**src/rtl/axi4_lite_read_collector.sv**
```systemverilog
// Collects the N beats of a wrapped (critical-word-first) AXI4-lite read and
// presents the block in address order, with a sticky error flag, to the consumer.
module axi4_lite_read_collector #(
  parameter int words_per_block_p = 8,
  parameter int axi_addr_width_p  = 28,
  parameter int axi_data_width_p  = 64
) (
  input  logic                                           clk_i,
  input  logic                                           reset_n_i,
  input  logic [axi_addr_width_p-1:0]                    addr_i,
  input  logic                                           addr_v_i,
  output logic                                           addr_ready_and_o,
  input  logic [axi_data_width_p-1:0]                    r_data_i,
  input  logic [1:0]                                     r_resp_i,
  input  logic                                           r_v_i,
  output logic                                           r_ready_and_o,
  output logic [words_per_block_p*axi_data_width_p-1:0]  data_o,
  output logic                                           err_o,
  output logic                                           v_o,
  input  logic                                           ready_and_i
);

  localparam int off_w_lp = $clog2(axi_data_width_p/8);
  localparam int idx_w_lp = (words_per_block_p > 1) ? $clog2(words_per_block_p) : 1;
  localparam logic [idx_w_lp-1:0] last_cnt_lp = idx_w_lp'(words_per_block_p - 1);

  localparam logic [1:0] e_idle    = 2'd0;
  localparam logic [1:0] e_collect = 2'd1;
  localparam logic [1:0] e_send    = 2'd2;

  logic [1:0]          state_r;
  logic [1:0]          state_next_s;
  logic [idx_w_lp-1:0] cnt_r;
  logic [idx_w_lp-1:0] idx_r;
  logic [idx_w_lp-1:0] word_idx_s;
  logic                err_r;
  logic                addr_ready_r;
  logic                r_ready_r;
  logic                v_r;
  logic                req_s;
  logic                beat_s;
  logic                last_beat_s;
  logic                unused_addr_s;
  logic [words_per_block_p-1:0][axi_data_width_p-1:0] block_r;

  // Only the word-index bits of the address matter; the rest is folded away.
  assign unused_addr_s = ^addr_i;

  generate
    if (words_per_block_p > 1) begin : g_word_idx
      assign word_idx_s = addr_i[off_w_lp +: idx_w_lp];
    end else begin : g_word_idx_single
      assign word_idx_s = {idx_w_lp{1'b0}};
    end
  endgenerate

  assign req_s       = (state_r == e_idle) && addr_v_i && addr_ready_r;
  assign beat_s      = (state_r == e_collect) && r_v_i && r_ready_r;
  assign last_beat_s = beat_s && (cnt_r == last_cnt_lp);

  // Next-state selection; any unknown encoding falls back to idle.
  always_comb begin
    state_next_s = e_idle;
    case (state_r)
      e_idle: begin
        if (req_s) state_next_s = e_collect;
        else       state_next_s = e_idle;
      end
      e_collect: begin
        if (last_beat_s) state_next_s = e_send;
        else             state_next_s = e_collect;
      end
      e_send: begin
        if (v_r && ready_and_i) state_next_s = e_idle;
        else                    state_next_s = e_send;
      end
      default: state_next_s = e_idle;
    endcase
  end

  // State, counters, sticky error and registered handshake outputs.
  always_ff @(posedge clk_i or negedge reset_n_i) begin
    if (!reset_n_i) begin
      state_r      <= e_idle;
      cnt_r        <= {idx_w_lp{1'b0}};
      idx_r        <= {idx_w_lp{1'b0}};
      err_r        <= 1'b0;
      addr_ready_r <= 1'b0;
      r_ready_r    <= 1'b0;
      v_r          <= 1'b0;
    end else begin
      state_r      <= state_next_s;
      addr_ready_r <= (state_next_s == e_idle);
      r_ready_r    <= (state_next_s == e_collect);
      v_r          <= (state_next_s == e_send);
      if (req_s) begin
        idx_r <= word_idx_s;
        cnt_r <= {idx_w_lp{1'b0}};
        err_r <= 1'b0;
      end else if (beat_s) begin
        // Wrapping index; a one-word block always stays at slot 0.
        idx_r <= (words_per_block_p == 1) ? {idx_w_lp{1'b0}} : idx_r + idx_w_lp'(1);
        cnt_r <= last_beat_s ? {idx_w_lp{1'b0}} : cnt_r + idx_w_lp'(1);
        err_r <= err_r | (r_resp_i != 2'b00);
      end
    end
  end

  // Block register: each accepted beat lands in its word slot.
  always_ff @(posedge clk_i or negedge reset_n_i) begin
    if (!reset_n_i) begin
      block_r <= {(words_per_block_p*axi_data_width_p){1'b0}};
    end else if (beat_s) begin
      for (int i = 0; i < words_per_block_p; i++) begin
        if (idx_r == idx_w_lp'(i)) block_r[i] <= r_data_i;
      end
    end
  end

  assign addr_ready_and_o = addr_ready_r;
  assign r_ready_and_o    = r_ready_r;
  assign v_o              = v_r;
  assign err_o            = err_r;
  assign data_o           = block_r;

endmodule

```
**config.mk**
```make
export PLATFORM = sky130hd
export DESIGN_NAME = axi4_lite_read_collector
export DESIGN_NICKNAME = d
export VERILOG_FILES = /design/src/rtl/axi4_lite_read_collector.sv
export SDC_FILE = /design/constraint.sdc
export NUM_CORES = 1
export LEC_CHECK = 0
export CORE_AREA = 2 2 240 242
export DETAILED_ROUTE_END_ITERATION = 6
export DIE_AREA = 0 0 242 244
export GPL_TIMING_DRIVEN = 0
export PLACE_DENSITY_LB_ADDON = 0.15
export REMOVE_ABC_BUFFERS = 1
export SETUP_SLACK_MARGIN = 0.15
export SLEW_MARGIN = 20
export SYNTH_ARGS = -nofsm -noshare
export SYNTH_HDL_FRONTEND = slang
export SYNTH_SLANG_ARGS = --single-unit
```
**constraint.sdc**
```tcl
create_clock -name clk_i -period 6 [get_ports clk_i]
set_input_delay 1.2 -clock clk_i [delete_from_list [all_inputs] [get_ports clk_i]]
set_output_delay 1.2 -clock clk_i [all_outputs]
set_load 0.01 [all_outputs]
```
==> metrics.txt <==
Total Routing Usage GR=20.0%; Cell Area, Synth=roughly 20000 um^2; Mapped Cells=around 1100; cell-internal power=11400 uW; width of the die=approximately 240 um; maximum cell stage delay along the critical path=0.57 ns; run status=finished clean; core region area=56200 um^2; Clock Power Share=a little over a fifth; detailed placement HPWL=~43 mm; CTS clk-pin slew, worst paths=0.06 ns; total congestion overflow=0; DR vias=approximately 12000; max-cap violation count=0; mean instance size in the synthesized netlist=17.5 um^2; share of total power consumed by net switching=between 30% and 40%; Hold Fails Final Rpt=0; Syn-to-layout area delta=45.0%; antenna violations before repair=4; number of buffers added for setup after CTS=0; number of instances on the worst hold path=1; post-detailed-route via-to-cell ratio=4.70; class of the most critical setup path=in -> reg; number of nets in the final layout=around 1900; startpoint of the most critical hold path=data_o[379]; peak supply drop=roughly 300 uV; critical path endpoint category=register; Hold Worst Slack=between 0.4 and 0.5 ns; average detailed-routed wire length per instance=~23 um; cells along the critical path=clkdlybuf4s50_1 > nand3_1 > nor4b_2 > buf_2 > buf_2 > buf_2 > buf_4 > buf_2 > buf_2 > mux2_2; endpoint required time on the critical path=between 6 and 7 ns; final antenna-violating net count=0; Site Rows=87; number of port buffers=589; Boundary Pins=roughly 620; Critical Path Start=r_v_i; critical register-to-register path startpoint=idx_r[0]; drt total wl=~59 mm; Crit path arrival time=just over 4 ns; largest net degree at the start of global routing=98; # setup viols final=0; initial standard-cell utilization of the core=roughly 36%; share of power burned in registers=36.5%; most common cell after layout, fill and taps aside=clkdlybuf4s50_1; fin. max-slew vios=0; DR pass1 iterations=5; measured slew at the worst slew-check pin=~0.85 ns; Total Negative Setup Slacks=0 ns; TritonCTS Sinks=524; leakage power total=about 0.013 uW; final cycle utilization of the critical path=roughly three fifths; largest area contributor in the synthesized netlist=dfrtp_1; cell repeated most along the worst path=buf_2; post-layout total power=16400 uW; number of distinct library cells after synthesis=30; post_cts resized=0; max frequency=about 0.28 GHz; Root Buffer=clkbuf_16; synthesized flop and latch total=between 500 and 600; largest clock skew in the final design=around 0.013 ns; worst min-delay path class=reg -> reg; proportion of layout cells with a drive suffix above 1=about a third; H-Tree Level Count=2; RD Place Congestion=approximately 0.76; height of the die=~240 um; Post-CTS Hold Fix Bufs=0; DR DRC count=0; RSZ-0062 raised after global routing=no; clock insertion delay at the later pin of the skew report=a little under 0.6 ns; minimum clock period=3.62 ns; met3 track demand over resource in global routing=under 10%; combinational share of power=a little over two fifths; Relative slew margins=42.4%; commonest cells after routing, fill and taps aside=588 x clkdlybuf4s50_1, 524 x dfrtp_1, 431 x mux2_2, 60 x mux2_4, 59 x clkbuf_16; Inserted Clock Buffers=slightly below 60; cell depth of the worst flop-to-flop path=11; setup slack of the most critical reg-to-reg path=2.93 ns; Area contributors post-synth=dfrtp_1 66%, mux2_2 24%, mux2_4 4.5%, mux2_1 1.2%, buf_6 0.73%; routing layer with the top usage in global route=met2; switching pwr=4970 uW; total power density per cell area=approximately 560 nW/um^2; met1 Usage GRT=roughly 24%; register area share after synthesis=65.5%; Setup crit start kind=input pin; total die area=between 50000 and 60000 um^2; via count of the first global-routing pass=13200; CTS tree=yes; Warnings, synthesis=0; met2 track utilization from global routing=roughly a third; Detailed Route Iter0 Violations=between 400 and 500; endpoint of the worst register-to-register path=data_o[291]; wire length of the first global-routing pass=89.1 mm; portion of synthesized cell area occupied by the leading cell type=between 60% and 70%; worst-case clock buffer depth=3; critical path peak fanout=6; slowest CP cell=clkdlybuf4s50_1; worst hold endpoint=data_o[379]
==> power groups by stage <==
stage / Combinational [uW] / Sequential (uW) / Clock [uW]
after floorplan: 1920 / 6730 / 0
after global routing: 7260 / 6210 / 3760
after CTS: 7020 / 6000 / 3600
after global placement: 6930 / 6000 / 0
final: 6910 / 5990 / 3490
after detailed placement: 6990 / 6030 / 0
==> registers in the layout (all words and copies together), names as in the netlist <==
name              cells
idx_r                 3
state_r               2
cnt_r                 3
r_ready_and_o         1
addr_ready_and_o      1
data_o              512
v_o                   1
err_o                 1
==> logic make-up after synthesis <==
kind of cell / count (synthesis) / synth area share [%]
buffers and inverters: 60 / 2.55
adder cells (fa/ha/maj): 8 / 0.500
AO/OA/AOI/OAI: 14 / 0.425
multiplexers: 514 / 30.0
flip-flops: 524 / 65.5
XOR/XNOR: 1 / 0.0438
AND/OR/NAND/NOR: 24 / 0.931
==> metrics by stage <==
stage | cells | instance area, um^2 | worst slack (ns) | util (%)
2_1_floorplan | 1091 | 19500 | -2.83 | -
3_3_place_gp | 2436 | 26400 | -19.67 | 46.9
3_5_place_dp | 2487 | 27100 | 1.75 | 48.3
4_1_cts | 2588 | 29000 | 2.39 | 51.7
5_1_grt | 2591 | 29000 | 2.21 | 51.7
6_report | 2593 | 29000 | 2.38 | 51.7
==> layout make-up <==
| type | instances | area (um^2) |
|---|---|---|
| inverters | 6 | 22.5 |
| flip-flops and latches | 524 | 13100 |
| fillers | 4824 | 27100 |
| multi-input cells | 561 | 6420 |
| clock inverters | 10 | 111 |
| repair buffers | 640 | 6630 |
| well taps | 756 | 946 |
| clock buffers | 91 | 1780 |
| diodes | 5 | 12.5 |
==> worst max-delay path by stage <==
stage,end,slack [ns],depth (start not counted)
after floorplan,data_o[256],-2.83,3
after global placement,data_o[140],-19.67,1
after detailed placement,data_o[291],1.75,10
after CTS,data_o[291],2.39,10
after global routing,data_o[291],2.21,10
final,data_o[291],2.38,10
==> synth_stat cells, drive strengths merged <==
cell type  number
dfrtp         524
mux2          513
buf            53
a21oi           8
ha              8
inv             6
nand2           6
nor3            4
nand3           3
nor2            3
a221oi          2
nor2b           2
o21ai           2
a22oi           1
a32o            1
and4b           1
clkbuf          1
mux2i           1
nand2b          1
nand3b          1
nor4b           1
nor4bb          1
or4b            1
xnor2           1
==> metal layers <==
| layer | part of all wire, % | vias to the layer above |
|---|---|---|
| li1 | - | 5379 |
| met1 | 41 | 6339 |
| met2 | 48 | 379 |
| met3 | 8.0 | 94 |
| met4 | 3.1 | 0 |
| met5 | 0 | - |
==> worst max-delay path, delay by kind of cell <==
family                 cells  cell delay [ns]
buffers and inverters      7             1.91
AND/OR/NAND/NOR            2             0.61
multiplexers               1             0.35
(Power assumes the default switching activity.)
